File: src/rtl/ps2_cmd_scheduler_if.sv
`default_nettype none
// ============================================================================
// Module   : ps2_cmd_scheduler_if
// Purpose  : Byte-level link between the command scheduler and the PS/2 host
//            transceiver (transmit strobe/data, busy, receive strobe/data).
// Revision : 1.0 - initial release
// ============================================================================
interface ps2_cmd_scheduler_if;
  logic       write;
  logic [7:0] tx_data;
  logic       busy;
  logic       read;
  logic [7:0] rx_data;

  modport master (
    output write,
    output tx_data,
    input  busy,
    input  read,
    input  rx_data
  );

  modport slave (
    input  write,
    input  tx_data,
    output busy,
    output read,
    output rx_data
  );
endinterface
`default_nettype wire

File: src/rtl/ps2_cmd_scheduler.sv
`default_nettype none
// ============================================================================
// Module   : ps2_cmd_scheduler
// Purpose  : Round-robin scheduler for two PS/2 command sources with ACK wait,
//            resend/timeout retry and forwarding of non-ACK receive bytes.
//            Optional macro PS2_SCHED_INIT_EN: issue 0xF4 internally after
//            reset and after a 0xAA self-test report.
// Revision : 1.0 - initial release
// ============================================================================
module ps2_cmd_scheduler #(
  parameter int ACK_TIMEOUT = 502500,
  parameter int MAX_RETRY   = 3
) (
  input  wire         clk,
  input  wire         rst_n,
  input  wire  [1:0]  i_req,
  input  wire  [15:0] i_req_cmd,
  input  wire  [15:0] i_req_param,
  input  wire  [1:0]  i_req_has_param,
  output logic [1:0]  o_grant,
  output logic        o_done,
  output logic        o_done_err,
  output logic        o_done_id,
  output logic        o_ready,
  output logic        o_rx_valid,
  output logic [7:0]  o_rx_data,
  ps2_cmd_scheduler_if.master m_ps2
);

  localparam int       c_TW       = $clog2(ACK_TIMEOUT) + 1;
  localparam int       c_RW       = $clog2(MAX_RETRY + 1);
  localparam bit [7:0] c_ACK      = 8'hFA;
  localparam bit [7:0] c_RESEND   = 8'hFE;
`ifdef PS2_SCHED_INIT_EN
  localparam bit [7:0] c_ENABLE   = 8'hF4;
  localparam bit [7:0] c_BAT_OK   = 8'hAA;
`endif

  typedef enum logic [1:0] {
    ST_IDLE     = 2'd0,
    ST_SEND     = 2'd1,
    ST_WAIT_ACK = 2'd2,
    ST_COMPLETE = 2'd3
  } state_t;

  state_t            r_state,         w_state_nxt;
  logic              r_phase,         w_phase_nxt;
  logic              r_cur_id,        w_cur_id_nxt;
  logic [7:0]        r_cur_cmd,       w_cur_cmd_nxt;
  logic [7:0]        r_cur_param,     w_cur_param_nxt;
  logic              r_cur_has_param, w_cur_has_param_nxt;
  logic              r_rr_ptr,        w_rr_ptr_nxt;
  logic [c_RW-1:0]   r_retry,         w_retry_nxt;
  logic [c_TW-1:0]   r_timer,         w_timer_nxt;
  logic              r_internal,      w_internal_nxt;
  logic              r_ready,         w_ready_nxt;
  logic [1:0]        r_grant,         w_grant_nxt;
  logic              r_done,          w_done_nxt;
  logic              r_done_err,      w_done_err_nxt;
  logic              r_done_id,       w_done_id_nxt;
  logic              r_write,         w_write_nxt;
  logic [7:0]        r_tx_data,       w_tx_data_nxt;
  logic              r_rx_valid,      w_rx_valid_nxt;
  logic [7:0]        r_rx_data,       w_rx_data_nxt;

  logic w_winner;
  logic w_is_ack;
  logic w_is_resend;
  logic w_timeout;
  logic w_consume;
  logic w_fin;
  logic w_fin_err;

  // On a tie the pointer names the requester that was not granted last.
  assign w_winner    = (i_req == 2'b11) ? r_rr_ptr : i_req[1];
  assign w_is_ack    = m_ps2.read && (m_ps2.rx_data == c_ACK);
  assign w_is_resend = m_ps2.read && (m_ps2.rx_data == c_RESEND);
  assign w_timeout   = (r_timer == c_TW'(ACK_TIMEOUT - 1));

`ifdef PS2_SCHED_INIT_EN
  logic w_bat_ok;
  assign w_bat_ok  = m_ps2.read && (m_ps2.rx_data == c_BAT_OK) && r_ready &&
                     (r_state == ST_IDLE);
  assign w_consume = ((r_state == ST_WAIT_ACK) && (w_is_ack || w_is_resend)) ||
                     w_bat_ok;
`else
  assign w_consume = (r_state == ST_WAIT_ACK) && (w_is_ack || w_is_resend);
`endif

  always_comb begin
    w_state_nxt         = r_state;
    w_phase_nxt         = r_phase;
    w_cur_id_nxt        = r_cur_id;
    w_cur_cmd_nxt       = r_cur_cmd;
    w_cur_param_nxt     = r_cur_param;
    w_cur_has_param_nxt = r_cur_has_param;
    w_rr_ptr_nxt        = r_rr_ptr;
    w_retry_nxt         = r_retry;
    w_timer_nxt         = r_timer;
    w_internal_nxt      = r_internal;
`ifdef PS2_SCHED_INIT_EN
    w_ready_nxt         = r_ready;
`else
    w_ready_nxt         = 1'b1;
`endif
    w_grant_nxt         = 2'b00;
    w_done_nxt          = 1'b0;
    w_done_err_nxt      = 1'b0;
    w_done_id_nxt       = 1'b0;
    w_write_nxt         = 1'b0;
    w_tx_data_nxt       = r_tx_data;
    w_rx_valid_nxt      = m_ps2.read && !w_consume;
    w_rx_data_nxt       = (m_ps2.read && !w_consume) ? m_ps2.rx_data : r_rx_data;
    w_fin               = 1'b0;
    w_fin_err           = 1'b0;

    case (r_state)
      ST_IDLE: begin
`ifdef PS2_SCHED_INIT_EN
        if (!r_ready) begin
          w_cur_cmd_nxt       = c_ENABLE;
          w_cur_has_param_nxt = 1'b0;
          w_phase_nxt         = 1'b0;
          w_retry_nxt         = '0;
          w_internal_nxt      = 1'b1;
          w_state_nxt         = ST_SEND;
        end else if (w_bat_ok) begin
          w_ready_nxt = 1'b0;
        end else if (|i_req) begin
`else
        if (r_ready && |i_req) begin
`endif
          w_grant_nxt         = w_winner ? 2'b10 : 2'b01;
          w_rr_ptr_nxt        = ~w_winner;
          w_cur_id_nxt        = w_winner;
          w_cur_cmd_nxt       = w_winner ? i_req_cmd[15:8]   : i_req_cmd[7:0];
          w_cur_param_nxt     = w_winner ? i_req_param[15:8] : i_req_param[7:0];
          w_cur_has_param_nxt = i_req_has_param[w_winner];
          w_phase_nxt         = 1'b0;
          w_retry_nxt         = '0;
          w_internal_nxt      = 1'b0;
          w_state_nxt         = ST_SEND;
        end
      end

      ST_SEND: begin
        if (!m_ps2.busy) begin
          w_tx_data_nxt = r_phase ? r_cur_param : r_cur_cmd;
          w_write_nxt   = 1'b1;
          w_timer_nxt   = '0;
          w_state_nxt   = ST_WAIT_ACK;
        end
      end

      ST_WAIT_ACK: begin
        w_timer_nxt = r_timer + 1'b1;
        // An ACK wins over a timeout landing on the same cycle.
        if (w_is_ack) begin
          w_retry_nxt = '0;
          if (!r_phase && r_cur_has_param) begin
            w_phase_nxt = 1'b1;
            w_state_nxt = ST_SEND;
          end else begin
            w_fin = 1'b1;
          end
        end else if (w_is_resend || w_timeout) begin
          if (r_retry == c_RW'(MAX_RETRY)) begin
            w_fin     = 1'b1;
            w_fin_err = 1'b1;
          end else begin
            w_retry_nxt = r_retry + 1'b1;
            w_state_nxt = ST_SEND;
          end
        end
      end

      ST_COMPLETE: begin
        w_internal_nxt = 1'b0;
        w_state_nxt    = ST_IDLE;
      end

      default: w_state_nxt = ST_IDLE;
    endcase

    // done is registered on entry so it is high for the whole COMPLETE cycle.
    if (w_fin) begin
      w_state_nxt = ST_COMPLETE;
      if (r_internal) begin
        w_ready_nxt = 1'b1;
      end else begin
        w_done_nxt     = 1'b1;
        w_done_err_nxt = w_fin_err;
        w_done_id_nxt  = r_cur_id;
      end
    end
  end

  always_ff @(posedge clk or negedge rst_n) begin
    if (!rst_n) begin
      r_state         <= ST_IDLE;
      r_phase         <= 1'b0;
      r_cur_id        <= 1'b0;
      r_cur_cmd       <= 8'h00;
      r_cur_param     <= 8'h00;
      r_cur_has_param <= 1'b0;
      r_rr_ptr        <= 1'b0;
      r_retry         <= '0;
      r_timer         <= '0;
      r_internal      <= 1'b0;
      r_ready         <= 1'b0;
      r_grant         <= 2'b00;
      r_done          <= 1'b0;
      r_done_err      <= 1'b0;
      r_done_id       <= 1'b0;
      r_write         <= 1'b0;
      r_tx_data       <= 8'h00;
      r_rx_valid      <= 1'b0;
      r_rx_data       <= 8'h00;
    end else begin
      r_state         <= w_state_nxt;
      r_phase         <= w_phase_nxt;
      r_cur_id        <= w_cur_id_nxt;
      r_cur_cmd       <= w_cur_cmd_nxt;
      r_cur_param     <= w_cur_param_nxt;
      r_cur_has_param <= w_cur_has_param_nxt;
      r_rr_ptr        <= w_rr_ptr_nxt;
      r_retry         <= w_retry_nxt;
      r_timer         <= w_timer_nxt;
      r_internal      <= w_internal_nxt;
      r_ready         <= w_ready_nxt;
      r_grant         <= w_grant_nxt;
      r_done          <= w_done_nxt;
      r_done_err      <= w_done_err_nxt;
      r_done_id       <= w_done_id_nxt;
      r_write         <= w_write_nxt;
      r_tx_data       <= w_tx_data_nxt;
      r_rx_valid      <= w_rx_valid_nxt;
      r_rx_data       <= w_rx_data_nxt;
    end
  end

  assign o_grant       = r_grant;
  assign o_done        = r_done;
  assign o_done_err    = r_done_err;
  assign o_done_id     = r_done_id;
  assign o_ready       = r_ready;
  assign o_rx_valid    = r_rx_valid;
  assign o_rx_data     = r_rx_data;
  assign m_ps2.write   = r_write;
  assign m_ps2.tx_data = r_tx_data;

endmodule
`default_nettype wire
File: src/flat_wrapper.sv
// flat-port wrapper written by rule: the top's interface ports become plain ports
module ps2_cmd_scheduler_flat 
#(
  parameter int ACK_TIMEOUT = 502500,
  parameter int MAX_RETRY   = 3
)
  (clk, rst_n, i_req, i_req_cmd, i_req_param, i_req_has_param, o_grant, o_done, o_done_err, o_done_id, o_ready, o_rx_valid, o_rx_data, m_ps2_write, m_ps2_tx_data, m_ps2_busy, m_ps2_read, m_ps2_rx_data);
  ps2_cmd_scheduler_if m_ps2_i ();
  input  wire clk;
  input  wire rst_n;
  input  wire  [1:0] i_req;
  input  wire  [15:0] i_req_cmd;
  input  wire  [15:0] i_req_param;
  input  wire  [1:0] i_req_has_param;
  output logic [1:0] o_grant;
  output logic o_done;
  output logic o_done_err;
  output logic o_done_id;
  output logic o_ready;
  output logic o_rx_valid;
  output logic [7:0] o_rx_data;
  output wire logic [$bits(m_ps2_i.write)-1:0] m_ps2_write;
  output wire logic [$bits(m_ps2_i.tx_data)-1:0] m_ps2_tx_data;
  input wire logic [$bits(m_ps2_i.busy)-1:0] m_ps2_busy;
  input wire logic [$bits(m_ps2_i.read)-1:0] m_ps2_read;
  input wire logic [$bits(m_ps2_i.rx_data)-1:0] m_ps2_rx_data;
  assign m_ps2_write = m_ps2_i.write;
  assign m_ps2_tx_data = m_ps2_i.tx_data;
  assign m_ps2_i.busy = m_ps2_busy;
  assign m_ps2_i.read = m_ps2_read;
  assign m_ps2_i.rx_data = m_ps2_rx_data;
  ps2_cmd_scheduler #(.ACK_TIMEOUT(ACK_TIMEOUT), .MAX_RETRY(MAX_RETRY)) u_core (.clk(clk), .rst_n(rst_n), .i_req(i_req), .i_req_cmd(i_req_cmd), .i_req_param(i_req_param), .i_req_has_param(i_req_has_param), .o_grant(o_grant), .o_done(o_done), .o_done_err(o_done_err), .o_done_id(o_done_id), .o_ready(o_ready), .o_rx_valid(o_rx_valid), .o_rx_data(o_rx_data), .m_ps2(m_ps2_i));
endmodule
File: config.mk
export PLATFORM = sky130hd
export DESIGN_NAME = ps2_cmd_scheduler_flat
export DESIGN_NICKNAME = d
export VERILOG_FILES = /design/src/rtl/ps2_cmd_scheduler_if.sv /design/src/rtl/ps2_cmd_scheduler.sv /design/src/flat_wrapper.sv
export SDC_FILE = /design/constraint.sdc
export NUM_CORES = 1
export LEC_CHECK = 0
export ABC_CLOCK_PERIOD_IN_PS = 1850
export BUFFER_PORTS_ARGS = -buffer_cell sky130_fd_sc_hd__buf_2
export CAP_MARGIN = 20
export CORE_AREA = 2 2 84 86
export CTS_CLUSTER_DIAMETER = 100
export DETAILED_ROUTE_END_ITERATION = 10
export DIE_AREA = 0 0 86 88
export PLACE_DENSITY = 0.74
export SLEW_MARGIN = 5
export SYNTH_ARGS = -nofsm -noshare
export SYNTH_HDL_FRONTEND = slang
export SYNTH_SLANG_ARGS = --single-unit
File: constraint.sdc
create_clock -name clk -period 1.85 [get_ports clk]
set_clock_uncertainty 0.15 [all_clocks]
set_input_delay 0.0925 -clock clk [delete_from_list [all_inputs] [get_ports clk]]
set_output_delay 0.0925 -clock clk [all_outputs]
set_load 0.005 [all_outputs]
After elaboration in Yosys (flattened, before gate mapping)
Cells that the tools add are included.
Word-level totals
  flip-flop bits (word level): 69
  bits of input ports: 48
  output and inout port bits: 24
  word-level logic and storage cells: 109
Cells by class
  $add $sub $neg: 2
  magnitude comparators: 1
  eq/ne operators: 19
  muxes and demuxes: 44
  bitwise operators: 2
  reduce and logical (&&, ||, !) cells: 22
Operators with widths (number)
  20-bit one-hot mux with 2 select lines: 1
  2-bit two-way mux: 14
  8-bit two-way mux: 3
  1-bit two-way mux: 21
  20-bit by 1-bit adder with 20-bit output (second input constant): 1
  20-bit by 19-bit equality test with 1-bit output (second input constant): 1
  20-bit two-way mux: 1
  8-bit equality test (second input constant): 2
  3-bit by 2-bit inequality test with 1-bit output (second input constant): 3
  2-bit equality test (second input constant): 4
  4-bit by 2-bit inequality test with 1-bit output (second input constant): 2
  2-bit one-hot mux with 4 select lines: 1
  2-bit AND reduction: 4
  4-bit AND reduction: 2
  1-bit logical AND: 6
  2-bit nonzero test: 3
  5-bit AND reduction: 1
  2-bit by 1-bit inequality test with 1-bit output (second input constant): 2
  2-bit inequality test (second input constant): 2
  4-bit inequality test (second input constant): 1
  1-bit one-hot mux with 2 select lines: 2
  2-bit one-hot mux with 2 select lines: 1
  3-bit by 1-bit inequality test with 1-bit output (second input constant): 1
  2-bit by 1-bit adder with 2-bit output (second input constant): 1
  other kinds (7): 10

Depth between registers and ports, before layout
  depth after elaboration: 8
  mapped depth: 6
  gate-level depth less buffers: 6

Worst setup path after synthesis
No wires, ideal clock.
  path kind: reg-to-reg
  from: reg u_core.r_timer[0]
  to: reg u_core.r_state[1]
  setup time: 131 ps
  arrival: 1552 ps
  required time: 1569 ps
  slack: 17 ps
  cell stages (with the launch flop): 6
  path buffers: 0
  clock period less this slack: 1833 ps
  path through: dfrtp_1 > ha_1 > nor4b_1 > nand4_1 > o211a_1 > or3_1
On the way
  word-level cells in the longest chain between the ends: 7
  elaborated cells between the ends (all ways): 12
  those cells by class: eq/ne: 6; mux: 4; reduce/logical: 2
RTL lines
  start, declared: RTL line ps2_cmd_scheduler.sv:54  | logic [c_TW-1:0] r_timer, w_timer_nxt;
  start signal, assigned: RTL line ps2_cmd_scheduler.sv:228  | r_timer <= w_timer_nxt;
  20-bit by 19-bit equality test with 1-bit output *: RTL line ps2_cmd_scheduler.sv:78  | assign w_timeout = (r_timer == c_TW'(ACK_TIMEOUT - 1));
  1-bit logical OR *: RTL line ps2_cmd_scheduler.sv:166  | end else if (w_is_resend || w_timeout) begin
  1-bit two-way mux: RTL line ps2_cmd_scheduler.sv:166
  1-bit two-way mux: RTL line ps2_cmd_scheduler.sv:158  | if (w_is_ack) begin
  1-bit two-way mux: RTL line ps2_cmd_scheduler.sv:117  | case (r_state)
  4-bit inequality test (no line), or another cell as far along
  5-bit AND reduction (no line)
  end signal, assigned: RTL line ps2_cmd_scheduler.sv:220  | r_state <= w_state_nxt;
  end, declared: RTL line ps2_cmd_scheduler.sv:46  | state_t r_state, w_state_nxt;
Every way passes the cells marked *; elsewhere a longest branch is shown, timed or not.
A chain may end at the register's enable or synchronous reset.

Worst setup path in the final report
  from: reg u_core.r_timer[14]
  to: reg u_core.r_done_id (netlist: u_core.o_done_id)
On the way
  word-level cells in the longest chain between the ends: 6
RTL lines
  20-bit by 19-bit equality test with 1-bit output: RTL line ps2_cmd_scheduler.sv:78
  1-bit logical OR: RTL line ps2_cmd_scheduler.sv:166
  1-bit two-way mux: RTL line ps2_cmd_scheduler.sv:166
  1-bit two-way mux: RTL line ps2_cmd_scheduler.sv:158
  1-bit two-way mux: RTL line ps2_cmd_scheduler.sv:117
  1-bit two-way mux: RTL line ps2_cmd_scheduler.sv:186  | if (w_fin) begin
  via u_core.w_done_id_nxt: RTL line ps2_cmd_scheduler.sv:60  | logic r_done_id, w_done_id_nxt;
  end signal, assigned: RTL line ps2_cmd_scheduler.sv:234  | r_done_id <= w_done_id_nxt;
  end, declared: RTL line ps2_cmd_scheduler.sv:60
The timed path passes the listed nets, and every way through them passes these cells.

==> results by group <==
Run status
  • Status: finished with violations
  • Failing checks: negative setup slack

Power
  • Comb power frac: 0.296
  • Sw Pwr: between 1.5 and 2 mW
  • Sequential power share: 0.453
  • Clock share of power: 0.251
  • Cell leakage power: between 2 and 2.5 nW
  • Worst VDD drop: between 0.0006 and 0.0007 V
  • Power Density: 1093 nW/µm²
  • Sw frac: 0.3315
  • Internal Dissipation: ~3.2 mW

Routing
  • Post-route ant nets: 0
  • Drt first pass iters: 4
  • Drt total wl: just over 8000 µm
  • Iter 0 DRT Violations: roughly 190
  • WL/cell: between 15 and 20 µm
  • Detailed-route DRC error count: 0
  • Avg Vias per Cell: roughly 5.3
  • Vias: between 2000 and 3000

Synthesis
  • Synth Area in Simple Gates: 0.1721
  • Largest family of logic cells by synthesized area: simple AND/OR/NAND/NOR gates
  • Yosys warns: 0
  • Cell count after synthesis: roughly 300
  • Synth Area in XOR/XNOR: 0.002782
  • Mux contribution to synthesized area: 0.1331
  • Primary FF master, synth: dfrtp_1
  • Post-synthesis compound-gate area fraction: 0.1145
  • Synth unique cells: 43
  • Net Count, Synth: 349
  • Post-synth EDFFs: 0
  • Syn Area/Cell: 10.53 µm²
  • Seq cells post-synth: 68
  • Sequential share of the synthesized area: 0.5405
  • Area of the mapped netlist: ~3100 µm²
  • Synth Area in Adders: 0.007949
  • Post-synth ARST share: 1.000

Layout
  • Most frequent cells in the layout: buf_2, dfrtp_1, nand2_1, dlygate4sd3_1, o21ai_0
  • Share of layout cells above drive strength 1: 0.2971
  • Fin area: about 4400 µm²
  • Commonest non-fill, non-tap cell in the layout: buf_2
  • Post-route insts no fill: about 520
  • Nets: approximately 490
  • Area Overhead vs Synth: 40.86%
  • Final Util: 0.6674

Clock tree
  • Bufs on Longest Clock Path: 2
  • CTS tree: yes
  • Clk slew on worst S/H paths: roughly 80 ps
  • # clock sinks: 68
  • Total CTS buffers: 9
  • H-tree levels: 3
  • Root buf cell: clkbuf_8
  • Clk Latency, worst-skew pair: ~340 ps

Place
  • Port bufs: between 70 and 80
  • Final GP Congestion: roughly 0.8
  • DP Cell Count: around 460
  • HPWL Detailed: around 4600 µm
  • Area after DPL: around 3700 µm²

Timing
  • RSZ-0062 raised after global routing: yes
  • Max Slew Vio Count: 0
  • Final Cycle Share: 1.021
  • Setup TNS: -87.91 ps
  • Final setup fails: 3
  • Final worst path period need: between 1500 and 2000 ps
  • Hold WS: ~98 ps
  • Max-slew headroom: 0.6225
  • Worst setup margin: -38.68 ps
  • Final hold vios: 0
  • Worst Tran Pin Value: about 570 ps
  • Fmax: approximately 530 MHz

Die
  • Rows: 30
  • Die width: 86 µm
  • Top Ports: just over 70
  • Die area: between 7000 and 8000 µm²
  • Chip height: between 80 and 90 µm
  • Starting Density: 0.4738
  • Area of the core: roughly 6600 µm²

Job
  • Max Cap Viol: 0

Global route
  • Vias in the first global route: ~2700
  • Largest net degree at the start of global routing: 46
  • Global-route wire length before repair: 12650 µm
  • Initial antenna violation count: 1
  • Gr usage total: 0.2198
  • Grt ovf: 0

Worst setup path
  • Crit. End Element: flip-flop
  • Required time of the worst setup path: slightly below 2000 ps
  • Crit path kind: reg2reg
  • Peak fanout along the critical path: 4
  • Setup crit start kind: flip-flop
  • Data arrival time of the worst path: 2020 ps

Min path
  • Worst Hold Class: in2reg
==> routing by layer <==
layer | global-route usage | part of all wire | wire, µm
met4 | 0.1227 | 0.031 | 252
met1 | 0.2633 | 0.40 | 3285
met2 | 0.3742 | 0.53 | 4333
met5 | 0 | 0 | 0
met3 | 0.04147 | 0.037 | 304
==> logic make-up (layout without fill, tap and decap cells) <==
kind of cell	count (synthesis)	in the layout
buf+inv	19	160
flops	68	68
compound gates	62	63
mux	41	41
other cells	1	2
xor+xnor	1	1
fa+ha+maj	2	2
simple gates	105	105
==> final timing paths <==
check	startpoint	end	slack, ps	cells after the start
worst min register to register	u_core.r_cur_id$_DFFE_PN0P_	u_core.r_cur_id$_DFFE_PN0P_	330	1
worst max-delay path	u_core.r_timer[14]$_DFFE_PN0P_	u_core.o_done_id$_DFF_PN0_	-40	5
worst max register to register	u_core.r_timer[14]$_DFFE_PN0P_	u_core.o_done_id$_DFF_PN0_	-40	5
max in group asynchronous	rst_n	u_core.m_ps2.write$_DFF_PN0_	780	3
min in group asynchronous	rst_n	u_core.r_timer[17]$_DFFE_PN0P_	120	2
worst min-delay path	m_ps2_busy	u_core.r_state[0]$_DFFE_PN0P_	100	4
==> power by group through the flow <==
stage | logic, mW | registers, mW | clock network [mW]
after floorplan | 0.730 | 2.17 | 0
after CTS | 1.36 | 2.16 | 1.22
after global placement | 1.23 | 2.16 | 0
final | 1.44 | 2.19 | 1.22
after detailed placement | 1.26 | 2.18 | 0
after global routing | 1.61 | 2.24 | 1.29
==> area by class of cell <==
class / instances / area [µm²]
clock inverters: 4 / 50.05
diodes: 1 / 2.502
fillers: 485 / 2210
clock buffers: 11 / 141.4
well taps: 80 / 100.1
flip-flops and latches: 68 / 1702
inverters: 7 / 26.28
multi-input cells: 213 / 1416
repair buffers: 138 / 996.0
==> cells in the mapped netlist, types with 4 or more instances <==
library cell | count | area [µm²]
nor2_1 | 20 | 75.07
dfrtp_1 | 68 | 1702
nand4_1 | 6 | 37.54
buf_2 | 7 | 35.03
o21ai_0 | 36 | 180.2
o211ai_1 | 4 | 30.03
o31ai_1 | 5 | 37.54
mux2_2 | 6 | 67.56
nand2_1 | 45 | 168.9
nand3_1 | 10 | 50.05
mux2i_1 | 34 | 340.3
a21oi_1 | 11 | 55.05
inv_1 | 7 | 26.28
==> stage by stage <==
stage | total power [mW] | setup WS [ps]
final | 4.846 | -38.68
after global routing | 5.138 | -169.7
after CTS | 4.737 | 2.316
after detailed placement | 3.446 | 10.29
after global placement | 3.391 | 9.972
after floorplan | 2.899 | 17.04
==> flip-flops by register name, indices dropped and copies added (netlist names), 2 cells and up <==
register,count
u_core.o_rx_data,8
u_core.r_state,2
u_core.r_timer,20
u_core.r_retry,2
u_core.m_ps2.tx_data,8
u_core.r_cur_cmd,8
u_core.r_cur_param,8
u_core.o_grant,2
==> repair_timing <==
| action | in CTS | in global routing |
|---|---|---|
| gates resized for setup | 1 | 7 |
| buffers inserted | 0 | 3 |
| pin swaps | 1 | 4 |
| hold buffers | 45 | 0 |
| endpoints found under the setup margin | 1 | 20 |
| cloned | 0 | 1 |
| hold endpoints to repair | 49 | 0 |
==> worst max-delay path, cell delays in order, from the launching register on <==
cell     delay (ps)
dfrtp_1         430
nor4b_4         280
nand4_1         230
o21ai_2         230
nor4b_4         310
and2_1          170
(Power assumes the default switching activity.)
